==> config.mk <==
export PLATFORM = sky130hd
export DESIGN_NAME = bcd_multidigit_counter
export DESIGN_NICKNAME = d
export VERILOG_FILES = /design/src/rtl/bcd_multidigit_counter.sv
export SDC_FILE = /design/constraint.sdc
export NUM_CORES = 1
export LEC_CHECK = 0
export CAP_MARGIN = 40
export CORE_UTILIZATION = 45
export CTS_CLUSTER_SIZE = 28
export DETAILED_ROUTE_END_ITERATION = 10
export PLACE_DENSITY = 0.91
export SLEW_MARGIN = 40
export SYNTH_ARGS = -nofsm -noshare
export SYNTH_HDL_FRONTEND = slang
export SYNTH_SLANG_ARGS = --single-unit
==> constraint.sdc <==
create_clock -name clk -period 4.5 [get_ports clk]
set_input_delay 1.35 -clock clk [delete_from_list [all_inputs] [get_ports clk]]
set_output_delay 1.35 -clock clk [all_outputs]
set_load 0.05 [all_outputs]
==> src/rtl/bcd_multidigit_counter.sv <==
// Parametrised packed-BCD counter: DIGITS decimal digits, single-cycle carry/borrow ripple.
// Optional macro BCD_COUNTER_DOWN_EN enables decrement; without it the up input is ignored.
module bcd_multidigit_counter #(
    parameter int DIGITS = 4
) (
    input  logic                  clk,
    input  logic                  reset,
    input  logic                  clr,
    input  logic                  load,
    input  logic [4*DIGITS-1:0]   din,
    input  logic                  en,
    input  logic                  up,
    output logic [4*DIGITS-1:0]   count,
    output logic                  co,
    output logic                  ovf,
    output logic                  load_err
);

    localparam int W = 4 * DIGITS;

    logic          dir_up;
    logic [DIGITS:0] nines_below;
    logic [W-1:0]  inc_value;
    logic [W-1:0]  step_value;
    logic          terminal;
    logic [W-1:0]  load_value;
    logic          load_bad;
    logic [W-1:0]  count_next;
    logic          ovf_next;
    logic          load_err_next;

`ifdef BCD_COUNTER_DOWN_EN
    logic [DIGITS:0] zeros_below;
    logic [W-1:0]  dec_value;

    assign dir_up = up;
`else
    logic          unused_up;

    assign dir_up    = 1'b1;
    assign unused_up = up;
`endif

    // Increment chain: digit k advances only when every digit below it is 9.
    always_comb begin
        nines_below    = '0;
        nines_below[0] = 1'b1;
        inc_value      = count;
        for (int k = 0; k < DIGITS; k++) begin
            if (nines_below[k]) begin
                inc_value[4*k +: 4] = (count[4*k +: 4] == 4'd9) ? 4'd0
                                                                 : count[4*k +: 4] + 4'd1;
            end
            nines_below[k+1] = nines_below[k] & (count[4*k +: 4] == 4'd9);
        end
    end

`ifdef BCD_COUNTER_DOWN_EN
    // Borrow chain: digit k retreats only when every digit below it is 0.
    always_comb begin
        zeros_below    = '0;
        zeros_below[0] = 1'b1;
        dec_value      = count;
        for (int k = 0; k < DIGITS; k++) begin
            if (zeros_below[k]) begin
                dec_value[4*k +: 4] = (count[4*k +: 4] == 4'd0) ? 4'd9
                                                                 : count[4*k +: 4] - 4'd1;
            end
            zeros_below[k+1] = zeros_below[k] & (count[4*k +: 4] == 4'd0);
        end
    end

    assign terminal   = dir_up ? nines_below[DIGITS] : zeros_below[DIGITS];
    assign step_value = dir_up ? inc_value : dec_value;
`else
    assign terminal   = nines_below[DIGITS] & dir_up;
    assign step_value = inc_value;
`endif

    // Invalid load nibbles (10..15) are replaced by 0 and flagged.
    always_comb begin
        load_value = '0;
        load_bad   = 1'b0;
        for (int k = 0; k < DIGITS; k++) begin
            if (din[4*k +: 4] > 4'd9) begin
                load_bad = 1'b1;
            end else begin
                load_value[4*k +: 4] = din[4*k +: 4];
            end
        end
    end

    assign co = en & ~reset & ~clr & ~load & terminal;

    always_comb begin
        count_next    = count;
        ovf_next      = ovf;
        load_err_next = 1'b0;
        if (clr) begin
            count_next = '0;
            ovf_next   = 1'b0;
        end else if (load) begin
            count_next    = load_value;
            load_err_next = load_bad;
        end else if (en) begin
            count_next = step_value;
            ovf_next   = ovf | terminal;
        end
    end

    always_ff @(posedge clk) begin
        if (reset) begin
            count    <= '0;
            ovf      <= 1'b0;
            load_err <= 1'b0;
        end else begin
            count    <= count_next;
            ovf      <= ovf_next;
            load_err <= load_err_next;
        end
    end

endmodule
==> key figures, run 1 <==
Logic synthesis
  • Asr flop ratio synth: 0%
  • Flop and latch count out of synthesis: 18
  • Post-synth cell types: 39
  • Post-synth top area share: 32.1%
  • Mapped Cells: 142
  • Area leader, netlist: dfxtp_1
  • Top cells by area, synth: dfxtp_1 (32%), xnor2_1 (6.2%), o21ai_0 (5.3%), nor2_1 (5.0%), nand2_1 (4.0%)
  • Main flop type after synthesis: dfxtp_1
  • Cell Area, Synth: 1120 um2
  • Avg Synthesized Cell Area: 7.91 um2
  • Syn_nets: 164
  • Number of synthesized flops with an enable pin: 0
  • Synth Warn #: 0
  • Sequential-to-total area share from yosys stat: 32.1%

Clocking
  • CTS max path bufs: 2
  • CTS root buf: clkbuf_4
  • Num CTS Buffers: 3
  • Worst-path clk slew: 0.10 ns
  • # hold bufs at CTS: 0
  • Buffers inserted by post-CTS timing repair: 0
  • Post-CTS sizing: 0
  • CTS tree: yes
  • Clock latency on the worst-skew pair: 0.30 ns
  • Clock Sinks: 18
  • H-tree depth: 1

Timing
  • Final Max Tran Viols: 0
  • Clk_skew: 0.0100 ns
  • Final hold violations: 0
  • Number of setup violations in the final report: 0
  • Unrepaired setup endpoints after global routing: no
  • TNS Setup: 0 ns
  • Max Freq: 242 MHz
  • Hold_ws: 0.506 ns
  • Fin crit share: 91.6%
  • Worst-Margin Slew: 0.547 ns
  • Worst slew margin: 63.2%
  • Final worst path period need: 4.12 ns

Finish
  • Layout cells sized above 1: 6.63%
  • Post-Layout Cell Count: 209
  • Total Nets Final: 204
  • Number of diodes: 0
  • P&R area growth vs syn: 41.2%
  • Design Area, Final: 1590 um2

Routing
  • DRC viols: 0
  • ANT nets after route: 0
  • Vias/cell: 5.78
  • Drt wl/cell: 14.9 um
  • First DRT Iteration DRCs: 27
  • Via count: 1208
  • Detailed Route WL: 3120 um
  • DRT Pass-1 Iters: 5

Hold path
  • Hold WC Path Type: reg -> reg

Power and ir drop
  • Pwr dens: 225 nW/um2
  • Cell leakage power: 0.563 nW
  • Peak supply drop: 218 uV
  • Power, Total: 357 uW

Placement
  • DP Cell Count: 205
  • PortBufs: 39
  • Placed Area: 1550 um2
  • DPL Wire Length: 2370 um
  • GP Congestion: 0.862

Critical path
  • R2r setup slk: 2.27 ns
  • Reg2reg start: count[3]
  • Reg2Reg Depth: 5
  • Setup CP Type: in -> out
  • RR Endpoint: count[11]
  • WP data required: 3.15 ns
  • CP Launch Type: input pin
  • Crit path max fanout: 3
  • Worst Setup EP: co
  • CP Capture Type: output port
  • Critical Path AT: 2.77 ns
  • Crit. Startpoint: clr

Floorplanning
  • Floorplan Core Area: 2280 um2
  • Die width: 52.0 um
  • Die Y-Extent: 52.0 um
  • Starting Density: 49.4%
  • Rows: 17
  • Io pins: 41
  • Die area: 2700 um2

GRT
  • Vias in the first global route: 1231
  • Initial antenna violation count: 0
  • First-pass GRT wire length: 5090 um
  • Gr usage total: 24.8%
  • Total congestion overflow: 0
  • Largest net degree at the start of global routing: 33

Run status
  • Status: complete, no violations

Run
  • Max-Cap Viols: 0
layout make-up:
cell class	count	area (um2)
multi-input cells	109	706
fillers	191	689
repair buffers	41	415
flip-flops and latches	18	360
clock buffers	4	36.3
well taps	28	35.0
inverters	9	33.8
metrics by stage:
step	util, %	setup slack (ns)
6_report	69.7	0.376
5_1_grt	69.7	0.307
4_1_cts	69.7	0.363
3_5_place_dp	68.1	0.366
3_3_place_gp	68.1	0.380
2_1_floorplan	-	0.417
layer usage:
layer / wire length (um) / vias up / part of all wire [%] / GRT usage [%]
met4: 25 / 0 / 0.80 / 7.21
met5: 0 / - / 0 / 0
li1: - / 586 / - / -
met2: 1620 / 44 / 52 / 45.9
met1: 1300 / 574 / 41 / 27.5
met3: 176 / 4 / 5.6 / 6.14
kinds of logic after synthesis:
group | after synthesis | synth area share (%)
compound gates | 38 | 22.4
mux | 2 | 1.78
simple gates | 59 | 30.3
flops | 18 | 32.1
buf+inv | 15 | 5.68
xor+xnor | 10 | 7.80
how the worst min path moves through the flow:
stage	from	end	slack, ns	depth (start not counted)
5_1_grt	ovf	ovf	0.55	2
6_report	ovf	ovf	0.51	2
3_5_place_dp	ovf	ovf	0.48	2
3_3_place_gp	ovf	ovf	0.45	2
2_1_floorplan	ovf	ovf	0.72	2
4_1_cts	ovf	ovf	0.50	2
cell usage after synthesis, types with 2 or more instances:
library cell	count
nand3b_1	4
nand3_1	2
nor2_1	15
nor3b_1	4
a211oi_1	4
o21a_1	2
xnor2_1	8
a21oi_1	5
nand4_1	2
o21ai_1	2
mux2i_1	2
nand2b_1	2
nand2_1	12
nor2b_1	3
nor4_1	2
a221oi_1	2
xor2_1	2
o21ai_0	12
clkbuf_1	5
o211a_1	3
dfxtp_1	18
a31oi_1	3
or3b_1	2
nor3_1	3
inv_1	9
flip-flops by register name, indices dropped and copies added (netlist names):
| name | flops |
|---|---|
| count | 16 |
| load_err | 1 |
| ovf | 1 |
report_power, final:
part,internal (mW),leakage (nW),total (mW),switching (mW)
registers,0.164,0.147,0.172,0.00752
clock network,0.0494,0.0210,0.103,0.0538
logic,0.0371,0.395,0.0823,0.0452
total,0.251,0.563,0.357,0.107
layout by cell type, fill, tap and decap left out, drive strengths merged, types with 2 or more instances in the layout:
cell	n
mux2i	2
a31oi	3
nand2	13
nor3b	4
nor4	4
o211a	3
a21oi	5
dfxtp	18
o21a	2
buf	3
o21ai	14
nor3	3
nor2b	3
clkdlybuf4s50	38
xor2	2
nor2	15
nand3	2
nand3b	4
inv	9
a211oi	4
xnor2	8
nand2b	2
clkbuf	4
or3b	2
nand4	2
a221oi	2
critical path, stage by stage:
cell	delay (ns)
clkdlybuf4s50_1	0.44
or3_1	0.42
nor4_2	0.38
buf_12	0.18
Power figures use the tool's default switching activity.
==> run 2, diff against run 1 <==
--- a/config.mk
+++ b/config.mk
@@ -6,10 +6,10 @@
 export NUM_CORES = 1
 export LEC_CHECK = 0
 export CAP_MARGIN = 40
-export CORE_UTILIZATION = 45
+export CORE_UTILIZATION = 30
 export CTS_CLUSTER_SIZE = 28
 export DETAILED_ROUTE_END_ITERATION = 10
-export PLACE_DENSITY = 0.91
+export PLACE_DENSITY = 0.68
 export SLEW_MARGIN = 40
 export SYNTH_ARGS = -nofsm -noshare
 export SYNTH_HDL_FRONTEND = slang
==> constraint.sdc (replaced) <==
create_clock -name clk -period 4.5 [get_ports clk]
set_input_delay 1.35 -clock clk [delete_from_list [all_inputs] [get_ports clk]]
set_output_delay 1.35 -clock clk [all_outputs]
set_load 0.1 [all_outputs]
==> key figures, run 2 (synthesized netlist as in run 1, its figures left out) <==
Run status
  • Status: complete, no violations

Clocking
  • Worst-path clk slew: 0.07 ns
  • Buffers inserted by post-CTS timing repair: 0
  • Clock latency on the worst-skew pair: 0.25 ns
  • CTS max path bufs: 2
  • Clock Sinks: 18
  • Post-CTS sizing: 0
  • # hold bufs at CTS: 0
  • CTS root buf: clkbuf_8
  • H-tree depth: 1
  • CTS tree: yes
  • Num CTS Buffers: 3

Run
  • Max-Cap Viols: 0

Finish
  • Layout cells sized above 1: 16.6%
  • Post-Layout Cell Count: 227
  • Finished Core Util: 44.6%
  • Largest registers: count x16, load_err x1, ovf x1
  • Most flop-heavy register: count
  • Number of diodes: 0
  • Fill cells: 373
  • Total Nets Final: 204
  • Commonest non-fill, non-tap cell in the layout: clkdlybuf4s50_1
  • Most frequent cells in the layout: clkdlybuf4s50_1 (20), dfxtp_1 (18), buf_2 (18)
  • P&R area growth vs syn: 37.6%
  • Max reg flops: 16

Floorplanning
  • Die Y-Extent: 63.2 um
  • Die area: 3990 um2
  • Die width: 63.2 um
  • Io pins: 41
  • Starting Density: 32.4%
  • Floorplan Core Area: 3470 um2
  • Rows: 21

Routing
  • Drt wl/cell: 12.3 um
  • Via count: 1136
  • ANT nets after route: 0
  • DRT Pass-1 Iters: 4
  • First DRT Iteration DRCs: 80
  • Detailed Route WL: 2800 um
  • DRC viols: 0
  • Vias/cell: 5.00

Timing
  • Worst slew margin: 67.7%
  • Final worst path period need: 4.15 ns
  • Fin crit share: 92.1%
  • Number of setup violations in the final report: 0
  • Worst-Margin Slew: 0.487 ns
  • Clk_skew: 0.00196 ns
  • Max Freq: 241 MHz
  • Final hold violations: 0
  • Final Max Tran Viols: 0
  • TNS Setup: 0 ns
  • Final worst slack: 0.355 ns
  • Unrepaired setup endpoints after global routing: no

GRT
  • Largest net degree at the start of global routing: 33
  • Total congestion overflow: 0
  • Initial antenna violation count: 0
  • First-pass GRT wire length: 4550 um
  • Gr usage total: 14.3%
  • Vias in the first global route: 996

Power and ir drop
  • Switch share: 31.4%
  • Peak supply drop: 150 uV
  • Cell leakage power: 0.606 nW
  • Combinational fraction of design power: 23.7%
  • Clock Power Share: 33.5%
  • Internal power: 275 uW
  • Pwr dens: 259 nW/um2
  • NetSw: 126 uW
  • Seq pwr share: 42.8%

Hold path
  • Hold path cells: 2
  • Hold path start: ovf
  • Hold WC Path Type: reg -> reg
  • Min-Delay Endpoint: ovf

Critical path
  • RR Endpoint: count[11]
  • CP max-delay cell: or3_1
  • WP data required: 3.15 ns
  • CP Capture Type: output port
  • Crit path max fanout: 3
  • Critical path's largest stage delay: 0.47 ns
  • CP Cell Sequence: clkdlybuf4s50_1, or3_1, nor4_4, buf_12
  • Reg2Reg Depth: 5
  • R2r setup slk: 2.36 ns
  • Setup CP Type: in -> out
  • CP Launch Type: input pin
  • Critical Path AT: 2.80 ns
  • Reg2reg start: count[3]

Placement
  • Pre-CTS setup slack: 0.343 ns
  • GP Congestion: 0.752
  • PortBufs: 39
  • DP Cell Count: 223
  • DPL Wire Length: 2160 um
## run 2: changes by cell type in the layout (fill, tap and decap cells not counted), sizes merged
cell,previous run,this run
buf,3,21
clkdlybuf4s50,38,20
## run 2: final cells by class
type	count	area (um2)	share of cell area, %
clock buffer	4	55.1	3.56
inverter	9	33.8	2.18
multi-input combinational	109	714	46.2
sequential	18	360	23.3
tap	46	57.6	3.72
timing repair buffer	41	325	21.0
## run 2: metal layers
layer  vias up  GRT usage (%)  wire length (um)
met5         -              0                 0
met1       519           18.0              1330
li1        589              -                 -
met2        26           24.1              1330
met4         0           2.56                13
met3         2           4.53               129
## run 2: worst max path at each step
stage | from | depth (start not counted) | end
floorplan | en | 4 | co
global placement | load | 4 | co
detailed placement | load | 4 | co
CTS | load | 4 | co
global route | load | 4 | co
finish | load | 4 | co
## run 2: critical path, delay by kind of cell
family                 cells  cell delay (ns)
buffers and inverters      2             0.64
and+or+nand+nor            2             0.80
## run 2: per-stage QoR
| step | cell area, um2 | total power [mW] | hold slack [ns] |
|---|---|---|---|
| 2_1_floorplan | 1140 | 0.238 | 0.957 |
| 3_3_place_gp | 1580 | 0.274 | 0.449 |
| 3_5_place_dp | 1490 | 0.270 | 0.457 |
| 4_1_cts | 1550 | 0.405 | 0.475 |
| 5_1_grt | 1550 | 0.418 | 0.503 |
| 6_report | 1550 | 0.400 | 0.466 |
## run 2: power by group through the flow
stage	Clock [mW]	Sequential, mW	Combinational (mW)
floorplan	0	0.209	0.0286
global placement	0	0.175	0.0988
detailed placement	0	0.175	0.0952
CTS	0.138	0.171	0.0955
global route	0.144	0.172	0.101
finish	0.134	0.171	0.0948
